<file path="config.mk">
export PLATFORM = sky130hd
export DESIGN_NAME = led_blink_ctrl
export DESIGN_NICKNAME = d
export VERILOG_FILES = /design/src/rtl/led_blink_ctrl.sv
export SDC_FILE = /design/constraint.sdc
export NUM_CORES = 1
export LEC_CHECK = 0
export ABC_CLOCK_PERIOD_IN_PS = 4500
export BUFFER_PORTS_ARGS = -buffer_cell sky130_fd_sc_hd__buf_2
export CELL_PAD_IN_SITES_DETAIL_PLACEMENT = 0
export CELL_PAD_IN_SITES_GLOBAL_PLACEMENT = 1
export CORE_MARGIN = 1
export CORE_UTILIZATION = 30
export CTS_BUF_LIST = sky130_fd_sc_hd__clkbuf_16
export DETAILED_ROUTE_END_ITERATION = 16
export HOLD_SLACK_MARGIN = 0.12
export MAX_ROUTING_LAYER = met4
export PLACE_DENSITY = 0.52
export SYNTH_ARGS = -nofsm -noshare
export SYNTH_HDL_FRONTEND = slang
export SYNTH_SLANG_ARGS = --single-unit
</file>
<file path="constraint.sdc">
create_clock -name clk -period 4.5 [get_ports clk]
set_input_delay 0.9 -clock clk [delete_from_list [all_inputs] [get_ports clk]]
set_output_delay 0.9 -clock clk [all_outputs]
set_load 0.01 [all_outputs]
</file>
<file path="src/rtl/led_blink_ctrl.sv">
// Multi-channel LED driver. Each channel independently runs OFF, ON, BLINK
// (programmable half-period) or PWM (programmable duty). Configuration arrives
// through a single-cycle write port; every write restarts that channel's phase.
// led_out and wrap_pulse are registered and aligned with each other.
module led_blink_ctrl #(
  parameter int NUM_CH         = 3,
  parameter int CNT_W          = 24,
  parameter int DEFAULT_PERIOD = 11_999_999,
  parameter int PWM_W          = 8,
  parameter int ACTIVE_LOW     = 0,
  localparam int CH_W          = (NUM_CH > 1) ? $clog2(NUM_CH) : 1
) (
  input  logic              clk,
  input  logic              rst,
  input  logic              cfg_we,
  input  logic [CH_W-1:0]   cfg_ch,
  input  logic [1:0]        cfg_mode,
  input  logic [CNT_W-1:0]  cfg_period,
  input  logic [PWM_W-1:0]  cfg_duty,
  output logic [NUM_CH-1:0] led_out,
  output logic [NUM_CH-1:0] wrap_pulse
);

  typedef enum logic [1:0] {
    MODE_OFF   = 2'b00,
    MODE_ON    = 2'b01,
    MODE_BLINK = 2'b10,
    MODE_PWM   = 2'b11
  } mode_t;

  localparam logic [NUM_CH-1:0] POL = (ACTIVE_LOW != 0) ? '1 : '0;

  // Per-channel LED level and wrap indication, before the output register.
  logic [NUM_CH-1:0] led_nxt;
  logic [NUM_CH-1:0] wrap_nxt;

  for (genvar i = 0; i < NUM_CH; i++) begin : g_ch
    mode_t             mode,      mode_nxt;
    logic [CNT_W-1:0]  period,    period_nxt;
    logic [PWM_W-1:0]  duty,      duty_nxt;
    logic [CNT_W-1:0]  bcnt,      bcnt_nxt;
    logic [PWM_W-1:0]  pcnt,      pcnt_nxt;
    logic              led_state, led_state_nxt;
    logic              evt_p0,    evt_nxt;
    logic              wr_hit;

    // A write addressed to an out-of-range channel never matches any index.
    assign wr_hit = cfg_we && (cfg_ch == CH_W'(i));

    // Next-state: a write wins over any toggle/wrap due on the same edge.
    always_comb begin
      mode_nxt      = mode;
      period_nxt    = period;
      duty_nxt      = duty;
      bcnt_nxt      = bcnt;
      pcnt_nxt      = pcnt;
      led_state_nxt = led_state;
      evt_nxt       = 1'b0;
      if (wr_hit) begin
        mode_nxt      = mode_t'(cfg_mode);
        period_nxt    = cfg_period;
        duty_nxt      = cfg_duty;
        bcnt_nxt      = '0;
        pcnt_nxt      = '0;
        led_state_nxt = 1'b0;
      end else begin
        case (mode)
          MODE_BLINK: begin
            // Compare before increment so the counter can never pass period.
            if (bcnt == period) begin
              bcnt_nxt      = '0;
              led_state_nxt = ~led_state;
              evt_nxt       = 1'b1;
            end else begin
              bcnt_nxt = bcnt + 1'b1;
            end
          end
          MODE_PWM: pcnt_nxt = pcnt + 1'b1;
          default: begin
            bcnt_nxt = '0;
            pcnt_nxt = '0;
          end
        endcase
      end
    end

    // Channel state register; reset restores the power-up configuration.
    always_ff @(posedge clk) begin
      if (rst) begin
        mode      <= MODE_OFF;
        period    <= CNT_W'(DEFAULT_PERIOD);
        duty      <= '0;
        bcnt      <= '0;
        pcnt      <= '0;
        led_state <= 1'b0;
        evt_p0    <= 1'b0;
      end else begin
        mode      <= mode_nxt;
        period    <= period_nxt;
        duty      <= duty_nxt;
        bcnt      <= bcnt_nxt;
        pcnt      <= pcnt_nxt;
        led_state <= led_state_nxt;
        evt_p0    <= evt_nxt;
      end
    end

    // Stage p0 -> output: derive the LED level from the registered state.
    // The BLINK toggle event is delayed one stage so the pulse lands on the
    // same cycle as the led_out edge it announces.
    assign led_nxt[i]  = (mode == MODE_ON) ||
                         ((mode == MODE_BLINK) && led_state) ||
                         ((mode == MODE_PWM) && (pcnt < duty));
    assign wrap_nxt[i] = (mode == MODE_PWM) ? (pcnt == {PWM_W{1'b1}}) :
                         ((mode == MODE_BLINK) && evt_p0);
  end

  // Output register with optional polarity inversion.
  always_ff @(posedge clk) begin
    if (rst) begin
      led_out    <= POL;
      wrap_pulse <= '0;
    end else begin
      led_out    <= led_nxt ^ POL;
      wrap_pulse <= wrap_nxt;
    end
  end

endmodule

</file>
==> results.txt <==
Run status: completed
Post-cts sizing count: 0
Internal power: 3.16 mW
Post-CTS Setup Bufs: 0
Initial antenna violation count: 0
Crit path launch type: input pin
Sequential area share after synthesis: 0.415
Reg2Reg Depth: 7
Tot GR Track Use: 0.184
Hold path cells: 2
Global-route wire length before repair: 47.6 mm
Synth Warn #: 0
Antenna Nets Post-Route: 0
Hold_ws: 0.452 ns
Sequential power share: 0.467
Worst-path fanout max: 14
Clock tree sinks: 210
Post-synthesis instance area: 10100 um^2
Min-Delay Endpoint: g_ch[2].duty[5]
DRT Pass-1 Iters: 4
Clock buffer depth: 3
Post-synth EDFFs: 0
Die area: 34500 um^2
Met2 usage: 0.283
Reg2reg start: g_ch[1].bcnt[0]
Final setup fails: 0
Global routing usage on met3: 0.0245
GRT Residual Overflow: 0
Post-DP HPWL: 21.6 mm
Crit. End Element: flop
Final worst-path setup slack: 1.88 ns
F_max: 0.382 GHz
Syn Inst Count: 1210
Clock power share: 0.482
Pin count of the biggest net entering global routing: 51
Fillers: 3518
Required @ worst endpoint: 4.95 ns
Via Count: 8222
Transition time of the tightest slew-check pin: 0.899 ns
GRT Max-Usage Layer: met2
Final-report max-slew violation count: 0
TritonCTS clock tree: done
I/O pin count: 45
Logic pwr share: 0.051
Routability congestion estimate: 0.781
Die Ht: 186 um
Initial drt markers: 453
Fin. Hold Viols: 0
Ys async rst share: 0
Main synth FF type: dfxtp_1
Avg Vias per Cell: 4.87
Number of max-cap violations: 0
VDD IR max: 0.000241 V
Placement row count: 66
Min Tclk post-route: 2.62 ns
Vias in the first global route: 8132
Num CTS Buffers: 26
Avg Cell Area, Syn: 8.37 um^2
Htree depth: 1
Relative slew slack: 0.399
Crit path DAT: 3.07 ns
CTS hold repair buffers: 0
R2R Setup Slk: 2.16 ns
RSZ-0062 raised after global routing: false
Synth cell types: 58
Hold_sp: g_ch[2].duty[5]
Area growth syn-to-layout: 13.7%
Worst-Skew Late Latency: 0.53 ns
Final period utilization: 0.582
Layout Skew: 0.00873 ns
Die X-Extent: 186 um
WL per Instance: 17.8 um
Worst Hold Class: reg -> reg
Initial core utilization: 0.308
M1 GR Usage: 0.257
Seq cells post-synth: 210
DRT Wirelength: 30.1 mm
Pwr/cell area: 359 nW/um^2
Ant diodes: 0
Core Region: 32900 um^2
Crit Path Class: in -> reg
CTS Root Cell: clkbuf_16
Sw Share: 0.236
Overall power: 4.13 mW
Buffers on Ports: 44
Final core occ: 0.350
Fin Setup TNS: 0 ns
Mapped Nets: 1276
DRC: 0
Leakage: 4.14 nW
Reg-to-Reg End: g_ch[1].bcnt[20]
Post-layout net count: 1298
P_sw: 0.974 mW
Place WS: 1.37 ns
Clock transition at path regs: 0.05 ns
Share of cells above drive strength 1: 0.0889
-- critical path: stages --
cell and delay, ns:
buf_2 0.12, nand3b_1 0.23, nor2b_1 0.18, buf_4 0.22
nand2_1 0.07, buf_4 0.18, a21oi_1 0.58, buf_4 0.33
nand3_1 0.10, mux2i_1 0.15
-- power by group through the flow --
| stage | Sequential (mW) | Clock, mW | Combinational, mW |
|---|---|---|---|
| after floorplan | 1.96 | 0 | 0.133 |
| after global placement | 1.97 | 0 | 0.213 |
| after detailed placement | 1.97 | 0 | 0.214 |
| after CTS | 1.93 | 2.06 | 0.215 |
| after global routing | 1.93 | 2.15 | 0.235 |
| final | 1.93 | 1.99 | 0.210 |
-- registers in the layout (all words and copies together) (netlist names) --
signal and cells:
g_ch.led_state 3, g_ch.mode 6, wrap_pulse 3, g_ch.period 72
g_ch.duty 24, led_out 3, g_ch.evt_p0 3, g_ch.bcnt 72
g_ch.pcnt 24
-- cells in the final DEF (no fill, tap or decap), drive strengths merged, types with 8 or more instances in the layout --
master / Yosys / routed
nor3: 13 / 13
a21o: 12 / 12
dfxtp: 210 / 210
mux2i: 24 / 24
and3: 21 / 21
clkinv: 0 / 8
ha: 27 / 27
clkbuf: 44 / 27
xor2: 19 / 19
nand3: 45 / 45
nor4: 12 / 12
buf: 20 / 58
o22a: 17 / 17
nand3b: 42 / 42
a22o: 21 / 21
nor2: 60 / 60
nand4: 53 / 53
o21ai: 56 / 56
inv: 39 / 46
nand2: 241 / 241
xnor2: 79 / 79
a21oi: 86 / 86
or3: 10 / 10
-- cell families (layout without fill, tap and decap cells) --
| family | Yosys count | in the layout | share of synthesized area |
|---|---|---|---|
| compound gates | 214 | 214 | 0.130 |
| xor+xnor | 98 | 98 | 0.0848 |
| fa+ha+maj | 27 | 27 | 0.0334 |
| buf+inv | 103 | 141 | 0.0428 |
| flops | 210 | 210 | 0.415 |
| mux | 26 | 26 | 0.0259 |
| simple gates | 532 | 532 | 0.268 |
-- cell type report --
cell class	instances	area [um^2]	area share
multi-input cells	897	5490	0.477
flip-flops and latches	210	4200	0.365
clock buffers	27	676	0.0587
well taps	442	553	0.0480
repair buffers	58	325	0.0282
inverters	39	146	0.0127
clock inverters	17	118	0.0102
-- Yosys cell counts, types with 3 or more instances --
master,n,area (um^2)
buf_2,11,55.1
buf_1,5,18.8
o21ai_0,52,260
or3_1,10,62.6
nand3b_1,42,315
and4_1,4,35.0
a21oi_1,85,425
buf_6,4,45.0
inv_1,39,146
mux2i_1,24,240
nor4_1,6,37.5
nor3_1,12,60.1
o22ai_1,3,18.8
nand4_1,52,325
nor4_4,5,106
o22a_1,17,149
xnor2_1,79,692
o21ai_1,4,20.0
xor2_1,19,166
or4_1,4,30.0
and3_1,20,125
a21o_1,12,90.1
a211oi_1,7,52.6
nand2b_1,7,43.8
dfxtp_1,210,4200
nor2_1,60,225
a22o_1,21,184
clkbuf_1,42,158
and2_1,5,31.3
nand2_1,239,897
nand3_1,43,215
ha_1,27,338
nor2b_1,5,31.3
-- per-stage QoR --
stage	area [um^2]	cells
4_1_cts	11500	1690
2_1_floorplan	10100	1210
5_1_grt	11500	1690
3_3_place_gp	10700	1646
3_5_place_dp	10700	1646
6_report	11500	1690
-- worst max-delay path by stage --
stage	from	to	slack, ns	cells after the start
6_report	cfg_ch[1]	g_ch[1].bcnt[10]	1.88	10
5_1_grt	cfg_ch[1]	g_ch[1].bcnt[11]	1.67	10
4_1_cts	cfg_ch[1]	g_ch[1].bcnt[10]	1.92	10
3_5_place_dp	rst	g_ch[2].bcnt[11]	1.37	7
3_3_place_gp	cfg_ch[1]	g_ch[1].bcnt[7]	1.38	10
2_1_floorplan	cfg_ch[1]	g_ch[0].bcnt[17]	2.18	7
-- per-layer routing --
layer | share of wire | vias up | routed length (um)
li1 | - | 4247 | -
met1 | 0.50 | 3839 | 15200
met2 | 0.44 | 101 | 13300
met3 | 0.038 | 35 | 1130
met4 | 0.015 | 0 | 455
met5 | 0 | - | 0
(Power assumes the default switching activity.)
